===== src/rtl/des_key_schedule.sv =====
// DES round-subkey generator: PC-1 on key accept, then per-round C/D rotations with PC-2 on the output.
// Latency: first subkey valid the cycle after key accept, then one subkey per handshake (zero-bubble).
// Backpressure: subkey_valid & !subkey_ready freezes all state; key_ready is low while a stream runs.
module des_key_schedule #(
    parameter bit CHECK_PARITY = 1'b0
) (
    input  logic        clk,
    input  logic        rst_n,
    input  logic [63:0] key,
    input  logic        key_decrypt,
    input  logic        key_valid,
    output logic        key_ready,
    output logic [47:0] subkey,
    output logic [3:0]  subkey_num,
    output logic        subkey_last,
    output logic        subkey_valid,
    input  logic        subkey_ready,
    output logic        parity_err
);

    typedef enum logic {IDLE, RUN} state_t;

    // Permuted choice tables in FIPS bit numbering (bit 1 = MSB).
    localparam int PC1_TBL [56] = '{
        57, 49, 41, 33, 25, 17,  9,  1, 58, 50, 42, 34, 26, 18,
        10,  2, 59, 51, 43, 35, 27, 19, 11,  3, 60, 52, 44, 36,
        63, 55, 47, 39, 31, 23, 15,  7, 62, 54, 46, 38, 30, 22,
        14,  6, 61, 53, 45, 37, 29, 21, 13,  5, 28, 20, 12,  4
    };
    localparam int PC2_TBL [48] = '{
        14, 17, 11, 24,  1,  5,  3, 28, 15,  6, 21, 10,
        23, 19, 12,  4, 26,  8, 16,  7, 27, 20, 13,  2,
        41, 52, 31, 37, 47, 55, 30, 40, 51, 45, 33, 48,
        44, 49, 39, 56, 34, 53, 46, 42, 50, 36, 29, 32
    };
    // Bit n-1 set when round n shifts by two (rounds 1, 2, 9 and 16 shift by one).
    localparam logic [15:0] SHIFT2_MASK = 16'h7EFC;

    state_t      state;
    logic [27:0] c_q;
    logic [27:0] d_q;
    logic [4:0]  round_q;
    logic        mode_q;

    logic [55:0] pc1_key;
    logic [55:0] cd;
    logic [7:0]  byte_even;
    logic        accept;
    logic        handshake;
    logic [3:0]  dec_idx;
    logic [3:0]  shift_idx;
    logic        shift_two;
    logic        running;

    function automatic logic [27:0] rotl(input logic [27:0] v, input logic two);
        return two ? {v[25:0], v[27:26]} : {v[26:0], v[27]};
    endfunction

    function automatic logic [27:0] rotr(input logic [27:0] v, input logic two);
        return two ? {v[1:0], v[27:2]} : {v[0], v[27:1]};
    endfunction

    genvar gi;
    generate
        for (gi = 0; gi < 56; gi++) begin : g_pc1
            assign pc1_key[55-gi] = key[64-PC1_TBL[gi]];
        end
        for (gi = 0; gi < 48; gi++) begin : g_pc2
            assign subkey[47-gi] = cd[56-PC2_TBL[gi]];
        end
        for (gi = 0; gi < 8; gi++) begin : g_par
            assign byte_even[gi] = ~^key[8*gi+7:8*gi];
        end
    endgenerate

    assign cd        = {c_q, d_q};
    assign accept    = key_valid & key_ready;
    assign handshake = subkey_valid & subkey_ready;
    assign running   = (state == RUN);

    // Decrypt walks the schedule backwards: round r shows K(17-r) and undoes shift s[17-r].
    assign dec_idx   = 4'(5'd16 - round_q);
    assign shift_idx = mode_q ? dec_idx : round_q[3:0];
    assign shift_two = SHIFT2_MASK[shift_idx];

    assign subkey_num  = running ? (mode_q ? dec_idx : 4'(round_q - 5'd1)) : 4'd0;
    assign subkey_last = running & (round_q == 5'd16);

    // Key schedule FSM: load PC-1 on accept, advance C/D one round per subkey handshake.
    always_ff @(posedge clk or negedge rst_n) begin
        if (!rst_n) begin
            state        <= IDLE;
            c_q          <= '0;
            d_q          <= '0;
            round_q      <= '0;
            mode_q       <= 1'b0;
            key_ready    <= 1'b1;
            subkey_valid <= 1'b0;
            parity_err   <= 1'b0;
        end else if (accept) begin
            // Decrypt starts from C0D0, which equals C16D16 after a full 28-bit rotation.
            c_q          <= key_decrypt ? pc1_key[55:28] : rotl(pc1_key[55:28], 1'b0);
            d_q          <= key_decrypt ? pc1_key[27:0]  : rotl(pc1_key[27:0], 1'b0);
            round_q      <= 5'd1;
            mode_q       <= key_decrypt;
            state        <= RUN;
            key_ready    <= 1'b0;
            subkey_valid <= 1'b1;
            parity_err   <= CHECK_PARITY & (|byte_even);
        end else if (handshake) begin
            if (round_q == 5'd16) begin
                state        <= IDLE;
                key_ready    <= 1'b1;
                subkey_valid <= 1'b0;
            end else begin
                c_q     <= mode_q ? rotr(c_q, shift_two) : rotl(c_q, shift_two);
                d_q     <= mode_q ? rotr(d_q, shift_two) : rotl(d_q, shift_two);
                round_q <= round_q + 5'd1;
            end
        end
    end

endmodule


===== config.mk =====
export PLATFORM = sky130hd
export DESIGN_NAME = des_key_schedule
export DESIGN_NICKNAME = d
export VERILOG_FILES = /design/src/rtl/des_key_schedule.sv
export SDC_FILE = /design/constraint.sdc
export NUM_CORES = 1
export LEC_CHECK = 0
export CAP_MARGIN = 20
export CORE_UTILIZATION = 50
export CTS_CLUSTER_DIAMETER = 120
export DETAILED_ROUTE_END_ITERATION = 10
export PLACE_DENSITY = 0.77
export SYNTH_ARGS = -nofsm -noshare
export SYNTH_HDL_FRONTEND = slang
export SYNTH_SLANG_ARGS = --single-unit

===== constraint.sdc =====
create_clock -name clk -period 4 [get_ports clk]
set_clock_uncertainty 0.05 [all_clocks]
set_input_delay 0.8 -clock clk [delete_from_list [all_inputs] [get_ports clk]]
set_output_delay 0.8 -clock clk [all_outputs]
set_load 0.02 [all_outputs]

==> impl_metrics.toml <==
[synthesis]
synthCells = 753
synth_warnings = 0
synth_area_per_cell_um2 = 8.24
syn-cell-area_um2 = 6210
synth_seq_cells = 64
synthArstFlopShare = 1.00
yosysSeqAreaShare = 0.258
syn_nets = 825
yosysUniqueCellTypes = 37
synth_edf_count = 0
synth-main-ff-cell = "dfrtp_1"

[global_routing]
first_global_vias = 5496
grt_max_degree = 78
grt_usage = 0.267
grt-ovfl-total = 0
antenna_found_initial = 1
grt_pass1_wl_um = 27700

[critical_path]
endpoint_kind = "output port"
cp_max_fo = 67
required_ns = 3.15
critPathLaunchType = "flip-flop"
crit_arrival_ns = 2.47
r2r-start = "mode_q"
reg2regPathDepth = 5
crit_type = "reg2out"
r2r-end = "c_q[27]"
reg2reg_slack_ns = 1.00

[place]
place_area_um2 = 6970
gp_congestion = 0.785
dp_hpwl_um = 10300
portBuffers = 115

[cells_and_area]
nFillCells = 1036
multi_input_area_um2 = 3900
fin_area_um2 = 7290
antennaDiodeCount = 0
final_nets = 837
regArea_um2 = 1610
drive_above_1_share = 0.105
area_growth_syn_to_layout_pct = 17.4
utilization = 0.604
layout_commonest_cell = "mux2i_1"
final_cell_mix = "mux2i_1, clkdlybuf4s50_1, nand2_1, dfrtp_1, nor2_1"

[sta]
finalSetupTns_ns = 0
hold_violations = 0
final_max_slew_viol_count = 0
rsz0062_at_grt = "no"
fmax_mhz = 301
max_slew_margin = 0.361
fin_crit_ns = 3.32
setup_viol = 0
period_share = 0.831
worstMarginPinSlew_ns = 0.959

[clock_tree]
insertion_delay_ns = 0.34
cts_setup_buffers = 0
htreeDepth = 3
cts_tree = "yes"
ctsHoldBuffers = 0
cts-root-buf = "clkbuf_16"
clock_sinks = 64
ctsLongestPathBuffers = 2
cts_resized = 0
cts_inserted_buffers = 9
path_clk_slew_ns = 0.06

[route]
drc = 0
via_count = 5882
drtPass1Iterations = 6
post_drt_wl_per_cell_um = 18.4
ant_nets = 0
routed_wl_um = 17200
dr.first_iter.drc_count = 574
vias_per_cell = 6.28

[floorplan]
die_h_um = 113
die_area_um2 = 12900
core.rowCount = 40
ios = 125
start_util = 0.515
core-area_um2 = 12100
die_x_um = 113

[power]
total_power_mw = 1.54
vdd_drop_max_v = 0.000193
p_leak_nw = 2.94
power.density_nw_per_um2 = 211

[min_path]
worstHoldPathType = "in2async"

[run_status]
status = "finished, final reports clean"

[flow_run]
drv_cap = 0
## per-layer routing
| layer | vias to the layer above | share of wire | track usage |
|---|---|---|---|
| met3 | 26 | 0.070 | 0.0484 |
| met5 | - | 0.00064 | 0 |
| met2 | 253 | 0.48 | 0.438 |
| li1 | 2728 | - | - |
| met4 | 2 | 0.016 | 0.111 |
| met1 | 2873 | 0.43 | 0.347 |
## worst max-delay path by stage
stage / slack [ns] / cells past startpoint / endpoint / from
finish: 0.68 / 5 / subkey_num[2] / mode_q
global route: 0.56 / 5 / subkey_num[2] / mode_q
CTS: 0.66 / 5 / subkey_num[2] / mode_q
detailed placement: 0.99 / 5 / c_q[22] / mode_q
global placement: 1.04 / 5 / subkey_num[2] / mode_q
floorplan: 1.55 / 5 / subkey_num[3] / mode_q
## layout make-up
| cell class | count | area share |
|---|---|---|
| clock buffers | 15 | 0.0381 |
| inverters | 2 | 0.00103 |
| multi-input cells | 561 | 0.536 |
| flip-flops and latches | 64 | 0.220 |
| well taps | 168 | 0.0288 |
| repair buffers | 127 | 0.176 |
## flip-flops by register name (all words and copies together) (netlist names)
| register | flops |
|---|---|
| c_q | 28 |
| d_q | 28 |
| key_ready | 1 |
| mode_q | 1 |
| round_q | 5 |
| running | 1 |
## cells in the mapped netlist (all sizes together), types with 3 or more instances
cell type | count | area (um2)
mux2i | 114 | 1140
buf | 73 | 517
nand2 | 69 | 259
dfrtp | 63 | 1580
nor2 | 60 | 225
a21oi | 58 | 290
o21ai | 58 | 290
o31ai | 57 | 433
a31oi | 56 | 350
mux2 | 56 | 631
clkbuf | 53 | 199
xnor2 | 6 | 52.6
and2 | 5 | 31.3
ha | 3 | 37.5
xor2 | 3 | 26.3
## through the flow
| step | hold WS, ns | setup slack (ns) | cells |
|---|---|---|---|
| floorplan | 0.447 | 1.55 | 753 |
| global route | 0.408 | 0.558 | 937 |
| finish | 0.373 | 0.677 | 937 |
| detailed placement | 0.451 | 0.994 | 920 |
| global placement | 0.441 | 1.04 | 920 |
| CTS | 0.388 | 0.665 | 935 |
## cells by family (layout without fill, tap and decap cells)
kind of cell / after synthesis / after routing / share of synthesized area
other: 1 / 1 / 0.000604
xor gates and xnor gates: 9 / 9 / 0.0127
DFF: 64 / 64 / 0.258
and+or+nand+nor: 148 / 148 / 0.0994
adders and majority gates: 3 / 3 / 0.00605
AOI/OAI and AO/OA: 230 / 230 / 0.221
muxes: 170 / 170 / 0.285
buffers and inverters: 128 / 144 / 0.116
## where the power goes
| part | leakage [nW] | switching [mW] | internal (mW) |
|---|---|---|---|
| Clock | 0.136 | 0.287 | 0.468 |
| Sequential | 0.889 | 0 | 0.648 |
| Combinational | 1.92 | 0.0581 | 0.0782 |
## critical path: stages, from the launching register on
cell and delay (ns):
dfrtp_4 1.02, nand2_1 0.09, o21ai_1 0.13, xnor2_1 0.13, and2_1 0.13, clkdlybuf4s50_1 0.60
(Power assumes the default switching activity.)
